## src/rtl/mp_bus_pkg.sv

```systemverilog
// Shared types and defaults for the multiprocessor memory-port arbiter.
package mp_bus_pkg;

    localparam int unsigned NumCoresDefault = 4;
    localparam int unsigned BurstLenDefault = 4;

    typedef enum logic [1:0] {
        OP_RD  = 2'b00,
        OP_WR  = 2'b01,
        OP_BRD = 2'b10,
        OP_BWR = 2'b11
    } op_e;

    typedef enum logic [1:0] {
        StIdle,
        StIssue,
        StDrain
    } state_e;

    function automatic logic op_is_write(input op_e op);
        return op[0];
    endfunction

    function automatic logic op_is_burst(input op_e op);
        return op[1];
    endfunction

endpackage

```

## src/rtl/rr_arbiter.sv

```systemverilog
// Combinational round-robin picker: rotate requests by the pointer, take the
// lowest set bit, rotate the index back.
module rr_arbiter #(
    parameter int unsigned N = 4,
    localparam int unsigned IdxW = (N > 1) ? $clog2(N) : 1
) (
    input  logic [N-1:0]    req_i,
    input  logic [IdxW-1:0] rr_ptr_i,
    output logic [N-1:0]    gnt_o,
    output logic [IdxW-1:0] gnt_idx_o
);

    logic [2*N-1:0]  req_dbl;
    logic [N-1:0]    req_rot;
    logic [IdxW-1:0] pick;
    logic [IdxW:0]   sum;

    always_comb begin
        req_dbl = {req_i, req_i};
        req_rot = req_dbl[rr_ptr_i +: N];
        pick    = '0;
        // Descending scan so the lowest rotated position wins.
        for (int i = N - 1; i >= 0; i--) begin
            if (req_rot[i]) begin
                pick = IdxW'(i);
            end
        end
        sum = {1'b0, pick} + {1'b0, rr_ptr_i};
        if (sum >= (IdxW + 1)'(N)) begin
            sum = sum - (IdxW + 1)'(N);
        end
        gnt_idx_o = sum[IdxW-1:0];
        gnt_o     = (|req_i) ? (N'(1) << gnt_idx_o) : '0;
    end

endmodule

```

## src/rtl/mp_bus_arbiter.sv

```systemverilog
// Round-robin sequencer sharing one memory port among several cores, with
// burst address generation and in-order read-data routing.
module mp_bus_arbiter
    import mp_bus_pkg::*;
#(
    parameter int unsigned NUM_CORES = NumCoresDefault,
    parameter int unsigned ADDR_W    = 16,
    parameter int unsigned DATA_W    = 32,
    parameter int unsigned BURST_LEN = BurstLenDefault,
    localparam int unsigned IdW      = $clog2(NUM_CORES)
) (
    input  logic                      clk,
    input  logic                      reset_n,
    input  logic [NUM_CORES-1:0]      req,
    input  logic [NUM_CORES*2-1:0]    opcode,
    input  logic [NUM_CORES*ADDR_W-1:0] addr,
    input  logic [NUM_CORES*DATA_W-1:0] data_in,
    output logic [NUM_CORES-1:0]      gnt,
    output logic [DATA_W-1:0]         data_out,
    output logic [NUM_CORES-1:0]      rvalid,
    output logic [IdW-1:0]            core_id,
    output logic [2:0]                burst_id,
    output logic                      mem_req,
    output logic                      mem_we,
    output logic [ADDR_W-1:0]         mem_addr,
    output logic [DATA_W-1:0]         mem_wdata,
    input  logic                      mem_ready,
    input  logic                      mem_rvalid,
    input  logic [DATA_W-1:0]         mem_rdata,
    output logic                      protocol_err
);

    localparam int unsigned OutW  = $clog2(BURST_LEN + 1);
    localparam int unsigned BeatW = 4;

    logic [1:0]        op_arr   [NUM_CORES];
    logic [ADDR_W-1:0] addr_arr [NUM_CORES];
    logic [DATA_W-1:0] data_arr [NUM_CORES];

    always_comb begin
        for (int i = 0; i < NUM_CORES; i++) begin
            op_arr[i]   = opcode[2*i +: 2];
            addr_arr[i] = addr[ADDR_W*i +: ADDR_W];
            data_arr[i] = data_in[DATA_W*i +: DATA_W];
        end
    end

    state_e              state_q, state_d;
    logic [IdW-1:0]      owner_q, owner_d;
    logic                is_wr_q, is_wr_d;
    logic [ADDR_W-1:0]   base_q, base_d;
    logic [BeatW-1:0]    beats_q, beats_d;
    logic [BeatW-1:0]    issue_idx_q, issue_idx_d;
    logic [2:0]          ret_idx_q, ret_idx_d;
    logic [OutW-1:0]     outstanding_q, outstanding_d;
    logic [IdW-1:0]      rr_ptr_q, rr_ptr_d;
    logic [DATA_W-1:0]   data_out_q, data_out_d;
    logic [NUM_CORES-1:0] rvalid_q, rvalid_d;
    logic [IdW-1:0]      core_id_q, core_id_d;
    logic [2:0]          burst_id_q, burst_id_d;
    logic                perr_q, perr_d;

    logic [NUM_CORES-1:0] win_onehot;
    logic [IdW-1:0]       win_idx;
    logic                 beat_pend;
    logic                 issue_fire;
    logic                 ret_fire;
    logic                 last_beat;
    logic [IdW-1:0]       rr_next;
    op_e                  win_op;

    rr_arbiter #(
        .N (NUM_CORES)
    ) u_rr_arbiter (
        .req_i     (req),
        .rr_ptr_i  (rr_ptr_q),
        .gnt_o     (win_onehot),
        .gnt_idx_o (win_idx)
    );

    always_comb begin
        state_d       = state_q;
        owner_d       = owner_q;
        is_wr_d       = is_wr_q;
        base_d        = base_q;
        beats_d       = beats_q;
        issue_idx_d   = issue_idx_q;
        ret_idx_d     = ret_idx_q;
        rr_ptr_d      = rr_ptr_q;
        data_out_d    = data_out_q;
        rvalid_d      = '0;
        core_id_d     = core_id_q;
        burst_id_d    = burst_id_q;
        win_op        = op_e'(op_arr[win_idx]);
        beat_pend     = issue_idx_q < beats_q;
        issue_fire    = (state_q == StIssue) && mem_ready && beat_pend;
        ret_fire      = mem_rvalid && (outstanding_q != '0);
        last_beat     = issue_idx_q == beats_q - BeatW'(1);
        rr_next       = (owner_q == IdW'(NUM_CORES - 1)) ? '0 : owner_q + IdW'(1);
        perr_d        = mem_rvalid && (outstanding_q == '0);

        // Issue and return in the same cycle cancel out.
        outstanding_d = outstanding_q;
        if (issue_fire && !is_wr_q) begin
            outstanding_d = outstanding_d + OutW'(1);
        end
        if (ret_fire) begin
            outstanding_d = outstanding_d - OutW'(1);
            data_out_d    = mem_rdata;
            rvalid_d      = NUM_CORES'(1) << owner_q;
            core_id_d     = owner_q;
            burst_id_d    = ret_idx_q;
            ret_idx_d     = ret_idx_q + 3'd1;
        end

        unique case (state_q)
            StIdle: begin
                if (|win_onehot) begin
                    owner_d     = win_idx;
                    is_wr_d     = op_is_write(win_op);
                    base_d      = addr_arr[win_idx];
                    beats_d     = op_is_burst(win_op) ? BeatW'(BURST_LEN) : BeatW'(1);
                    issue_idx_d = '0;
                    ret_idx_d   = '0;
                    state_d     = StIssue;
                end
            end
            StIssue: begin
                if (issue_fire) begin
                    issue_idx_d = issue_idx_q + BeatW'(1);
                    if (last_beat) begin
                        if (is_wr_q || (outstanding_d == '0)) begin
                            state_d  = StIdle;
                            rr_ptr_d = rr_next;
                        end else begin
                            state_d = StDrain;
                        end
                    end
                end
            end
            StDrain: begin
                if (outstanding_d == '0) begin
                    state_d  = StIdle;
                    rr_ptr_d = rr_next;
                end
            end
            default: state_d = StIdle;
        endcase
    end

    always_ff @(posedge clk or negedge reset_n) begin
        if (!reset_n) begin
            state_q       <= StIdle;
            owner_q       <= '0;
            is_wr_q       <= 1'b0;
            base_q        <= '0;
            beats_q       <= '0;
            issue_idx_q   <= '0;
            ret_idx_q     <= '0;
            outstanding_q <= '0;
            rr_ptr_q      <= '0;
            data_out_q    <= '0;
            rvalid_q      <= '0;
            core_id_q     <= '0;
            burst_id_q    <= '0;
            perr_q        <= 1'b0;
        end else begin
            state_q       <= state_d;
            owner_q       <= owner_d;
            is_wr_q       <= is_wr_d;
            base_q        <= base_d;
            beats_q       <= beats_d;
            issue_idx_q   <= issue_idx_d;
            ret_idx_q     <= ret_idx_d;
            outstanding_q <= outstanding_d;
            rr_ptr_q      <= rr_ptr_d;
            data_out_q    <= data_out_d;
            rvalid_q      <= rvalid_d;
            core_id_q     <= core_id_d;
            burst_id_q    <= burst_id_d;
            perr_q        <= perr_d;
        end
    end

    // Request side is gated by state so everything reads zero outside ISSUE.
    always_comb begin
        mem_req      = (state_q == StIssue);
        mem_we       = mem_req && is_wr_q;
        mem_addr     = mem_req ? (base_q + ADDR_W'(issue_idx_q)) : '0;
        mem_wdata    = mem_req ? data_arr[owner_q] : '0;
        gnt          = issue_fire ? (NUM_CORES'(1) << owner_q) : '0;
        data_out     = data_out_q;
        rvalid       = rvalid_q;
        core_id      = core_id_q;
        burst_id     = burst_id_q;
        protocol_err = perr_q;
    end

endmodule

```

## config.mk

```make
export PLATFORM = sky130hd
export DESIGN_NAME = mp_bus_arbiter
export DESIGN_NICKNAME = d
export VERILOG_FILES = /design/src/rtl/mp_bus_pkg.sv /design/src/rtl/rr_arbiter.sv /design/src/rtl/mp_bus_arbiter.sv
export SDC_FILE = /design/constraint.sdc
export NUM_CORES = 1
export LEC_CHECK = 0
export ABC_CLOCK_PERIOD_IN_PS = 4200
export CAP_MARGIN = 40
export CORE_AREA = 3 3 130 132
export CTS_BUF_LIST = sky130_fd_sc_hd__clkbuf_4
export CTS_CLUSTER_SIZE = 25
export DETAILED_ROUTE_END_ITERATION = 10
export DIE_AREA = 0 0 133 135
export PLACE_DENSITY = 0.79
export SYNTH_ARGS = -nofsm -noshare
export SYNTH_HDL_FRONTEND = slang
export SYNTH_SLANG_ARGS = --single-unit
```

## constraint.sdc

```tcl
create_clock -name clk -period 4.2 [get_ports clk]
set_input_delay 0.63 -clock clk [delete_from_list [all_inputs] [get_ports clk]]
set_output_delay 0.63 -clock clk [all_outputs]
set_load 0.01 [all_outputs]
```

After elaboration in Yosys (flattened, before gate mapping)
Cells that the tools add are included.
{ "totals": {"regBits": 79, "in_bits": 240, "out_inout_bits": 96} }
{ "op_classes": {"add_sub_neg": 9, "order_cmp": 4, "n_eq_ne": 9, "shift": 3, "n_mux": 40, "n_bitwise": 2, "n_reduce_logical": 20} }
{ "op_table": {"columns": ["operator", "count"], "rows": [
  ["32-bit 2-to-1 mux", 3],
  ["32-bit binary-select mux with 2-bit select", 1],
  ["16-bit 2-to-1 mux", 3],
  ["2-bit 2-to-1 mux", 17],
  ["16-bit binary-select mux with 2-bit select", 1],
  ["4-bit 2-to-1 mux", 5],
  ["3-bit 2-to-1 mux", 6],
  ["16-bit by 4-bit adder with 16-bit output", 1],
  ["3-bit greater-or-equal comparator (second input constant)", 3],
  ["4-bit case mux with 2 select lines", 1],
  ["4-bit OR reduction", 2],
  ["8-bit by 3-bit indexed part select with 4-bit output", 1],
  ["1-bit by 2-bit left shift with 4-bit output (first input constant)", 2],
  ["3-bit by 1-bit adder with 3-bit output (second input constant)", 2],
  ["1-bit logical AND", 6],
  ["3-bit logical NOT", 2],
  ["2-bit by 1-bit inequality test with 1-bit output (second input constant)", 3],
  ["2-bit inverter with 3-bit output", 2],
  ["2-bit case mux with 3 select lines", 1],
  ["5-bit AND reduction", 1],
  ["4-bit by 1-bit adder with 4-bit output (second input constant)", 1],
  ["2-bit binary-select mux with 2-bit select", 1],
  ["2-bit == test (second input constant)", 2],
  ["4-bit == test", 1],
  ["17 further kinds", 19]
]} }

Logic depth before layout (Yosys ltp)
Gate-level depths: netlist of run 1.
{ "depth": {"word_depth": 13, "mapped_depth": 13, "mapped_depth_nobuf": 13} }

Hierarchy
From an unflattened synthesis of run 1, not the netlist that was laid out.
{ "hier_totals": {"hier_cells": 522, "hier_area_um2": 5411.4} }
{ "modules_own_cells": {"columns": ["module", "instances", "cells_per_inst", "area_per_inst_um2", "seq_area_each_um2"], "rows": [
  ["mp_bus_arbiter", 1, 482, 5111.2, 1926.8],
  ["rr_arbiter", 1, 40, 300.3, 0.0]
]} }

Worst setup path before layout of run 1
No wires, ideal clock.
{ "synth_timing": {"kind": "input to register", "start": "input port mem_ready", "end": "register rr_ptr_q[0]", "setup_time_ns": 0.128, "arrival_ns": 2.952, "t_required_ns": 4.072, "path_slack_ns": 1.120, "path_stages": 9, "path_cell_list": "or3b_4 -> a2111oi_4 -> a21oi_1 -> ha_1 -> nand3_1 -> nor3b_2 -> nor4b_4 -> a21oi_2 -> mux2_1"} }
{ "synth_via": {"elab_chain_len": 10, "elab_cells_between_ends": 12, "classes_between": "add/sub: 1; eq/ne: 3; mux: 2; reduce/logical: 6"} }
{ "synth_lines": {"columns": ["item", "line_no", "rtl"], "rows": [
  ["from (decl)", "mp_bus_arbiter.sv:27", "input logic mem_ready,"],
  ["1-bit logical AND * (2 in series)", "mp_bus_arbiter.sv:96", "issue_fire = (state_q == StIssue) && mem_ready && beat_pend;"],
  ["1-bit logical AND", "mp_bus_arbiter.sv:104", "if (issue_fire && !is_wr_q) begin"],
  ["3-bit 2-to-1 mux", "mp_bus_arbiter.sv:104", null],
  ["3-bit by 1-bit subtractor with 3-bit output", "mp_bus_arbiter.sv:108", "outstanding_d = outstanding_d - OutW'(1);"],
  ["3-bit 2-to-1 mux", "mp_bus_arbiter.sv:107", "if (ret_fire) begin"],
  ["3-bit logical NOT", "mp_bus_arbiter.sv:132, mp_bus_arbiter.sv:142", null],
  ["1-bit logical OR", "mp_bus_arbiter.sv:132", "if (is_wr_q || (outstanding_d == '0)) begin"],
  ["2-bit by 1-bit inequality test with 1-bit output (no source line)", null, null],
  ["5-bit AND reduction (no source line) *", null, null],
  ["to (signal assigned)", "mp_bus_arbiter.sv:176", "rr_ptr_q <= rr_ptr_d;"],
  ["to (decl)", "mp_bus_arbiter.sv:56", "logic [IdW-1:0] rr_ptr_q, rr_ptr_d;"]
]} }
Mark *: on every way between the ends. The rest lies on a longest branch, timed or not.
A chain may end at the register's enable or synchronous reset.

Worst setup path in the final report of run 1
{ "layout_timing": {"start": "register issue_idx_q[0]", "end": "output port mem_addr[6]"} }
{ "layout_via": {"elab_chain_len": 2} }
{ "layout_lines": {"columns": ["item", "line_no", "rtl"], "rows": [
  ["from (decl)", "mp_bus_arbiter.sv:53", "logic [BeatW-1:0] issue_idx_q, issue_idx_d;"],
  ["from (signal assigned)", "mp_bus_arbiter.sv:173", "issue_idx_q <= issue_idx_d;"],
  ["16-bit by 4-bit adder with 16-bit output", "mp_bus_arbiter.sv:189", "mem_addr = mem_req ? (base_q + ADDR_W'(issue_idx_q)) : '0;"],
  ["16-bit 2-to-1 mux", "mp_bus_arbiter.sv:189", null],
  ["to (decl)", "mp_bus_arbiter.sv:25", "output logic [ADDR_W-1:0] mem_addr,"]
]} }
No other way between the ends.

==> results of run 1 <==
-- critical path, stage by stage (launching register included) --
cell and delay (ns):
dfrtp_1 0.45, ha_1 0.24, fa_1 0.41, a21o_1 0.17, a21oi_1 0.21, nor2_1 0.14
nand2_1 0.10, xor2_1 0.07, nor2_1 0.16, clkdlybuf4s50_1 0.57
-- synthesized netlist by cell type, types with 2 or more instances --
| cell type | instances | area share |
|---|---|---|
| buf_1 | 4 | 0.0028 |
| nor2b_1 | 3 | 0.0035 |
| nand2b_1 | 9 | 0.011 |
| o22ai_1 | 2 | 0.0024 |
| buf_4 | 2 | 0.0028 |
| mux2i_1 | 35 | 0.066 |
| a21oi_1 | 14 | 0.013 |
| nor2_1 | 29 | 0.021 |
| and2_1 | 41 | 0.048 |
| a21o_1 | 4 | 0.0057 |
| nor4_1 | 3 | 0.0035 |
| inv_1 | 12 | 0.0085 |
| mux2_2 | 2 | 0.0043 |
| buf_2 | 3 | 0.0028 |
| o21ai_1 | 5 | 0.0047 |
| o21ai_0 | 2 | 0.0019 |
| clkbuf_1 | 25 | 0.018 |
| and3_1 | 7 | 0.0083 |
| mux2_1 | 2 | 0.0043 |
| o221ai_1 | 18 | 0.030 |
| xnor2_1 | 13 | 0.021 |
| mux4_2 | 33 | 0.14 |
| xor2_1 | 8 | 0.013 |
| nor3_1 | 5 | 0.0047 |
| nand4_1 | 2 | 0.0024 |
| nand3_1 | 6 | 0.0057 |
| ha_1 | 17 | 0.040 |
| o211ai_1 | 2 | 0.0028 |
| dfrtp_1 | 77 | 0.36 |
| nand2_1 | 141 | 0.10 |
-- cells by family after synthesis --
group	Yosys count	share of synthesized area
AO/OA/AOI/OAI	58	0.0824
buffers and inverters	47	0.0354
adder cells (fa/ha/maj)	18	0.0439
AND/OR/NAND/NOR	252	0.222
XOR/XNOR	22	0.0378
flip-flops	77	0.364
multiplexers	72	0.215
-- power groups by stage --
stage	combinational (W)	clock [W]	sequential (W)
2_1_floorplan	0.00243	0	0.00135
4_1_cts	0.00446	0.000548	0.00138
3_5_place_dp	0.00444	0	0.00140
3_3_place_gp	0.00431	0	0.00139
6_report	0.00441	0.000531	0.00137
5_1_grt	0.00477	0.000581	0.00143
-- final cells by class --
class	instances	share of cell area
multi-input combinational	422	0.351
antenna	1	0.000275
inverter	13	0.00536
tap	216	0.0297
timing repair buffer	348	0.384
clock inverter	7	0.0105
clock buffer	9	0.00743
sequential	77	0.212
-- state kept, by name (all words and copies together), names as in the netlist --
signal / flops
ret_idx_q: 3
protocol_err: 1
core_id: 2
is_wr_q: 1
owner_q: 2
rr_ptr_q: 2
outstanding_q: 3
base_q: 16
beats_q: 2
burst_id: 3
issue_idx_q: 4
rvalid: 4
data_out: 32
state_q: 2
-- final timing paths --
path / to / startpoint / depth (start not counted)
setup / recovery: mem_addr[6] / issue_idx_q[0]$_DFFE_PN0P_ / 9
hold / removal: data_out[0]$_DFFE_PN0P_ / data_out[0]$_DFFE_PN0P_ / 2
setup reg to reg: rr_ptr_q[0]$_DFFE_PN0P_ / issue_idx_q[2]$_DFFE_PN0P_ / 13
hold reg to reg: data_out[0]$_DFFE_PN0P_ / data_out[0]$_DFFE_PN0P_ / 2
max in group asynchronous: owner_q[0]$_DFFE_PN0P_ / reset_n / 3
min in group asynchronous: data_out[5]$_DFFE_PN0P_ / reset_n / 2
-- metrics by stage --
stage / instance area [um2] / setup WS [ns] / std cells / util / hold slack (ns)
2_1_floorplan: 5300 / 1.12 / 546 / - / 0.334
3_3_place_gp: 8870 / 0.339 / 1073 / 0.560 / 0.457
3_5_place_dp: 8920 / 0.542 / 1075 / 0.564 / 0.461
4_1_cts: 9090 / 0.580 / 1092 / 0.575 / 0.493
5_1_grt: 9100 / 0.312 / 1093 / 0.575 / 0.512
6_report: 9100 / 0.612 / 1093 / 0.575 / 0.491
-- per-layer routing --
layer | global-route usage | wire (um) | vias to the layer above
li1 | - | - | 2567
met1 | 0.233 | 7260 | 2560
met2 | 0.393 | 10200 | 226
met3 | 0.0741 | 1710 | 24
met4 | 0.0652 | 388 | 0
met5 | 0 | 0 | -
-- timing repair --
action                     CTS  global route
hold endpoints to repair     5             0
hold buffers                 1             0
setup endpoints to repair    0             0
setup buffers                0             0
==> impl_metrics.py, run 1 <==
metrics = {
    "outcome": {
        "status": "finished, final reports clean",
    },
    "grt": {
        "grt_pass1_vias": 5597,
        "antenna_found_initial": 1,
        "gr-usage-all-layers": 0.214,
        "grt_max_degree": 63,
        "grt_pass1_wl_um": 30200,
        "grt-ovfl-total": 0,
    },
    "pwr": {
        "seqPwrFrac": 0.218,
        "combPwrFrac": 0.698,
        "p_int_w": 0.00374,
        "p_switching_w": 0.00258,
        "swShare": 0.408,
        "peakVddDrop_v": 0.000494,
        "p_total_w": 0.00631,
        "leakage_nw": 3.87,
        "pwr-share-clk": 0.084,
        "cellPowerDensity_nw_per_um2": 694,
    },
    "routing": {
        "vias": 5377,
        "wl_per_cell_um": 17.9,
        "drtAntennaViolNets": 0,
        "wirelength_um": 19600,
        "viasPerCell": 4.92,
        "drt_iter0_drc": 193,
        "route.detailed.drc": 0,
        "firstDrtPassIters": 4,
    },
    "synth": {
        "synthFlopType": "dfrtp_1",
        "synth_seq_area_share": 0.364,
        "syn_area_um2": 5300,
        "yosysUniqueCellTypes": 50,
        "ys_warn_count": 0,
        "synth-edff-count": 0,
        "synthesis.nets": 804,
        "postSynthCellCount": 546,
        "synth_seq_cells": 77,
        "syn_avg_cell_area_um2": 9.70,
        "synth-async-reset-ratio": 1.00,
    },
    "timing": {
        "min_period_ns": 3.59,
        "fin_setup_tns_ns": 0,
        "rsz0062_at_grt": "false",
        "drv_slew": 0,
        "skew_ns": 0.0132,
        "hold_viol": 0,
        "relSlewSlack": 0.485,
        "fmax_ghz": 0.279,
        "finalCritPeriodShare": 0.854,
        "setup_viol": 0,
        "worstMarginPinSlew_ns": 0.771,
    },
    "worst_setup_path": {
        "r2r_slack_ns": 0.98,
        "critPathKind": "register to output pin",
        "path_max_fanout": 5,
        "cp-end-kind": "output pin",
        "cp.arrival_ns": 2.96,
        "required_ns": 3.57,
        "start_kind": "register",
    },
    "finish": {
        "num-fill-cells": 1376,
        "final_common_cell": "clkdlybuf4s50_1",
        "drive_above_1_share": 0.0833,
        "regArea_um2": 1930,
        "syn2layout_area_growth_pct": 71.7,
        "layout.nets": 1129,
        "final_cell_mix": "clkdlybuf4s50_1 (334), nand2_1 (141), dfrtp_1 (76), and2_1 (41), mux2i_1 (35)",
        "multiInputGateArea_um2": 3190,
    },
    "clocking": {
        "cts_tree": "built",
        "clk_latency_ns": 0.45,
        "cts_root_buf": "clkbuf_4",
        "cts-resized-gates": 0,
        "cts_buffer_depth": 2,
        "path_clk_slew_ns": 0.14,
        "htreeDepth": 3,
        "cts_buffers": 9,
        "clock-sinks": 77,
    },
    "floorplanning": {
        "io_pins": 336,
        "start_util": 0.335,
        "core-area_um2": 15800,
        "num_rows": 46,
        "die_w_um": 133,
        "dieHeight_um": 135,
        "dieArea_um2": 18000,
    },
    "worst_hold_path": {
        "hp-class": "register to register",
    },
    "place": {
        "dp_hpwl_um": 15600,
        "globalplace.congestion": 0.866,
        "port-buffer-count": 335,
    },
    "job": {
        "maxCapViolCount": 0,
    },
}
Note: power is estimated with default switching activity, not from simulation.
==> run 2, diff against run 1 <==
--- a/config.mk
+++ b/config.mk
@@ -7,11 +7,11 @@
 export LEC_CHECK = 0
 export ABC_CLOCK_PERIOD_IN_PS = 4200
 export CAP_MARGIN = 40
-export CORE_AREA = 3 3 130 132
+export CORE_AREA = 2 2 129 131
 export CTS_BUF_LIST = sky130_fd_sc_hd__clkbuf_4
 export CTS_CLUSTER_SIZE = 25
 export DETAILED_ROUTE_END_ITERATION = 10
-export DIE_AREA = 0 0 133 135
+export DIE_AREA = 0 0 131 133
 export PLACE_DENSITY = 0.79
 export SYNTH_ARGS = -nofsm -noshare
 export SYNTH_HDL_FRONTEND = slang
==> run 2 against run 1 <==
Effect of this change:
- clock power grew 4%
- maximum frequency shrank 1.7%
- global-route usage down 0.68 points
- combinational power shrank 1%
- final cell count grew 0.18%
- sequential power hardly changed
- die area down 3.0%
- highest routed layer unchanged
- total power is 0.57% lower
- worst setup slack got worse by 0.063 ns
==> impl_metrics.py, run 2 (synthesis results as in run 1) <==
metrics = {
    "outcome": {
        "status": "finished, final reports clean",
    },
    "routing": {
        "firstDrtPassIters": 7,
        "route.detailed.drc": 0,
        "wl_per_cell_um": 17.0,
        "drtAntennaViolNets": 0,
        "vias": 5341,
        "viasPerCell": 4.88,
        "drt_iter0_drc": 202,
        "wirelength_um": 18600,
    },
    "worst_setup_path": {
        "path_max_fanout": 7,
        "critPathKind": "register to output pin",
        "cp.arrival_ns": 3.02,
        "crit_path_frequent_cell": "a21o_1",
        "cp-end-kind": "output pin",
        "cpPeakStageDelay_ns": 0.56,
        "required_ns": 3.57,
        "cp_top_family": "compound AO/OA/AOI/OAI gates",
        "crit_chain": "ha_1, a21o_1, a21o_1, a21oi_1, nor4_1, xnor2_1, nor2_1, clkdlybuf4s50_1",
        "worst-path-buf-inv": 1,
        "start_kind": "register",
        "cp_slowest_cell": "clkdlybuf4s50_1",
    },
    "place": {
        "port-buffer-count": 335,
        "place_inst": 1078,
        "placed_area_um2": 8910,
        "dp_hpwl_um": 14900,
        "globalplace.congestion": 0.846,
    },
    "timing": {
        "min_period_ns": 3.65,
        "hold_viol": 0,
        "drv_slew": 0,
        "worst_hold_slack_ns": 0.0872,
        "rsz0062_at_grt": "false",
        "fin_setup_tns_ns": 0,
        "setup_viol": 0,
        "fmax_ghz": 0.274,
        "finalCritPeriodShare": 0.869,
        "skew_ns": 0.0280,
        "relSlewSlack": 0.483,
        "worstMarginPinSlew_ns": 0.775,
    },
    "clocking": {
        "cts_buffer_depth": 2,
        "cts-resized-gates": 0,
        "clock-sinks": 77,
        "cts_tree": "built",
        "postCtsHoldBufs": 0,
        "postCtsSetupBuffers": 0,
        "htreeDepth": 3,
        "cts_buffers": 9,
        "clk_latency_ns": 0.46,
        "path_clk_slew_ns": 0.15,
        "cts_root_buf": "clkbuf_4",
    },
    "finish": {
        "final_cell_mix": "clkdlybuf4s50_1 (334), nand2_1 (141), dfrtp_1 (76), and2_1 (41), mux2i_1 (35)",
        "stdcell_count": 1095,
        "final_common_cell": "clkdlybuf4s50_1",
        "syn2layout_area_growth_pct": 71.6,
        "drive_above_1_share": 0.0835,
        "layout.nets": 1127,
        "largest_reg_flops": 32,
        "num-fill-cells": 1421,
        "stdcell_area_um2": 9090,
    },
    "grt": {
        "grt-ovfl-total": 0,
        "antenna_found_initial": 1,
        "gr-usage-all-layers": 0.207,
        "grt_max_degree": 52,
        "grt_pass1_wl_um": 28200,
        "grt_pass1_vias": 5451,
    },
    "job": {
        "maxCapViolCount": 0,
    },
    "floorplanning": {
        "io_pins": 336,
        "die_w_um": 131,
        "start_util": 0.328,
        "dieHeight_um": 133,
        "core-area_um2": 16200,
        "dieArea_um2": 17400,
        "num_rows": 47,
    },
    "pwr": {
        "p_switching_w": 0.00256,
        "cellPowerDensity_nw_per_um2": 691,
        "leakage_nw": 3.86,
        "seqPwrFrac": 0.219,
        "pwr-share-clk": 0.088,
        "p_total_w": 0.00628,
        "combPwrFrac": 0.693,
        "swShare": 0.408,
        "p_int_w": 0.00372,
        "peakVddDrop_v": 0.000326,
    },
    "worst_hold_path": {
        "hp-class": "input port to asynchronous set/reset pin",
    },
}
run 2: power groups by stage:
stage,registers [W],logic [W],clock network [W]
global route,0.00143,0.00470,0.000602
CTS,0.00138,0.00439,0.000567
floorplan,0.00135,0.00243,0
global placement,0.00138,0.00431,0
finish,0.00137,0.00435,0.000551
detailed placement,0.00139,0.00438,0
run 2: worst register-to-register path, stage by stage, from the launching register on:
cell,delay [ns]
dfrtp_1,0.50
ha_1,0.22
or3b_4,0.41
a2111oi_4,0.63
nor2_1,0.10
a21oi_1,0.18
ha_1,0.19
nand2_1,0.07
and2_1,0.19
a211o_2,0.27
a21oi_1,0.17
a21oi_2,0.09
mux2_1,0.32
run 2: through the flow:
stage / worst slack [ns] / utilization
finish: 0.549 / 0.562
global route: 0.349 / 0.562
CTS: 0.513 / 0.562
detailed placement: 0.408 / 0.551
global placement: 0.521 / 0.549
floorplan: 1.12 / -
run 2: layout make-up:
cell class,count,area (um2),area share
Timing Repair Buffer,346,3470,0.381
Multi-Input combinational cell,422,3190,0.351
Sequential cell,77,1930,0.212
Tap cell,220,275,0.0303
Clock inverter,7,106,0.0117
Clock buffer,9,67.6,0.00743
Inverter,13,48.8,0.00537
Antenna cell,1,2.50,0.000275
run 2: final timing paths:
kind	slack (ns)	cells after the start	endpoint	startpoint
max	0.55	8	mem_addr[13]	issue_idx_q[1]$_DFFE_PN0P_
min	0.09	1	base_q[2]$_DFFE_PN0P_	reset_n
max reg2reg	0.74	12	rr_ptr_q[0]$_DFFE_PN0P_	issue_idx_q[2]$_DFFE_PN0P_
min reg2reg	0.49	2	data_out[21]$_DFFE_PN0P_	data_out[21]$_DFFE_PN0P_
max in group asynchronous	3.52	2	state_q[1]$_DFFE_PN0P_	reset_n
min in group clk	0.49	2	data_out[21]$_DFFE_PN0P_	data_out[21]$_DFFE_PN0P_
run 2: per-layer routing:
layer,track usage,up-vias,share of wire
met5,0,-,0
met4,0.0579,0,0.022
met3,0.0566,25,0.084
met2,0.384,213,0.52
met1,0.229,2542,0.37
li1,-,2561,-
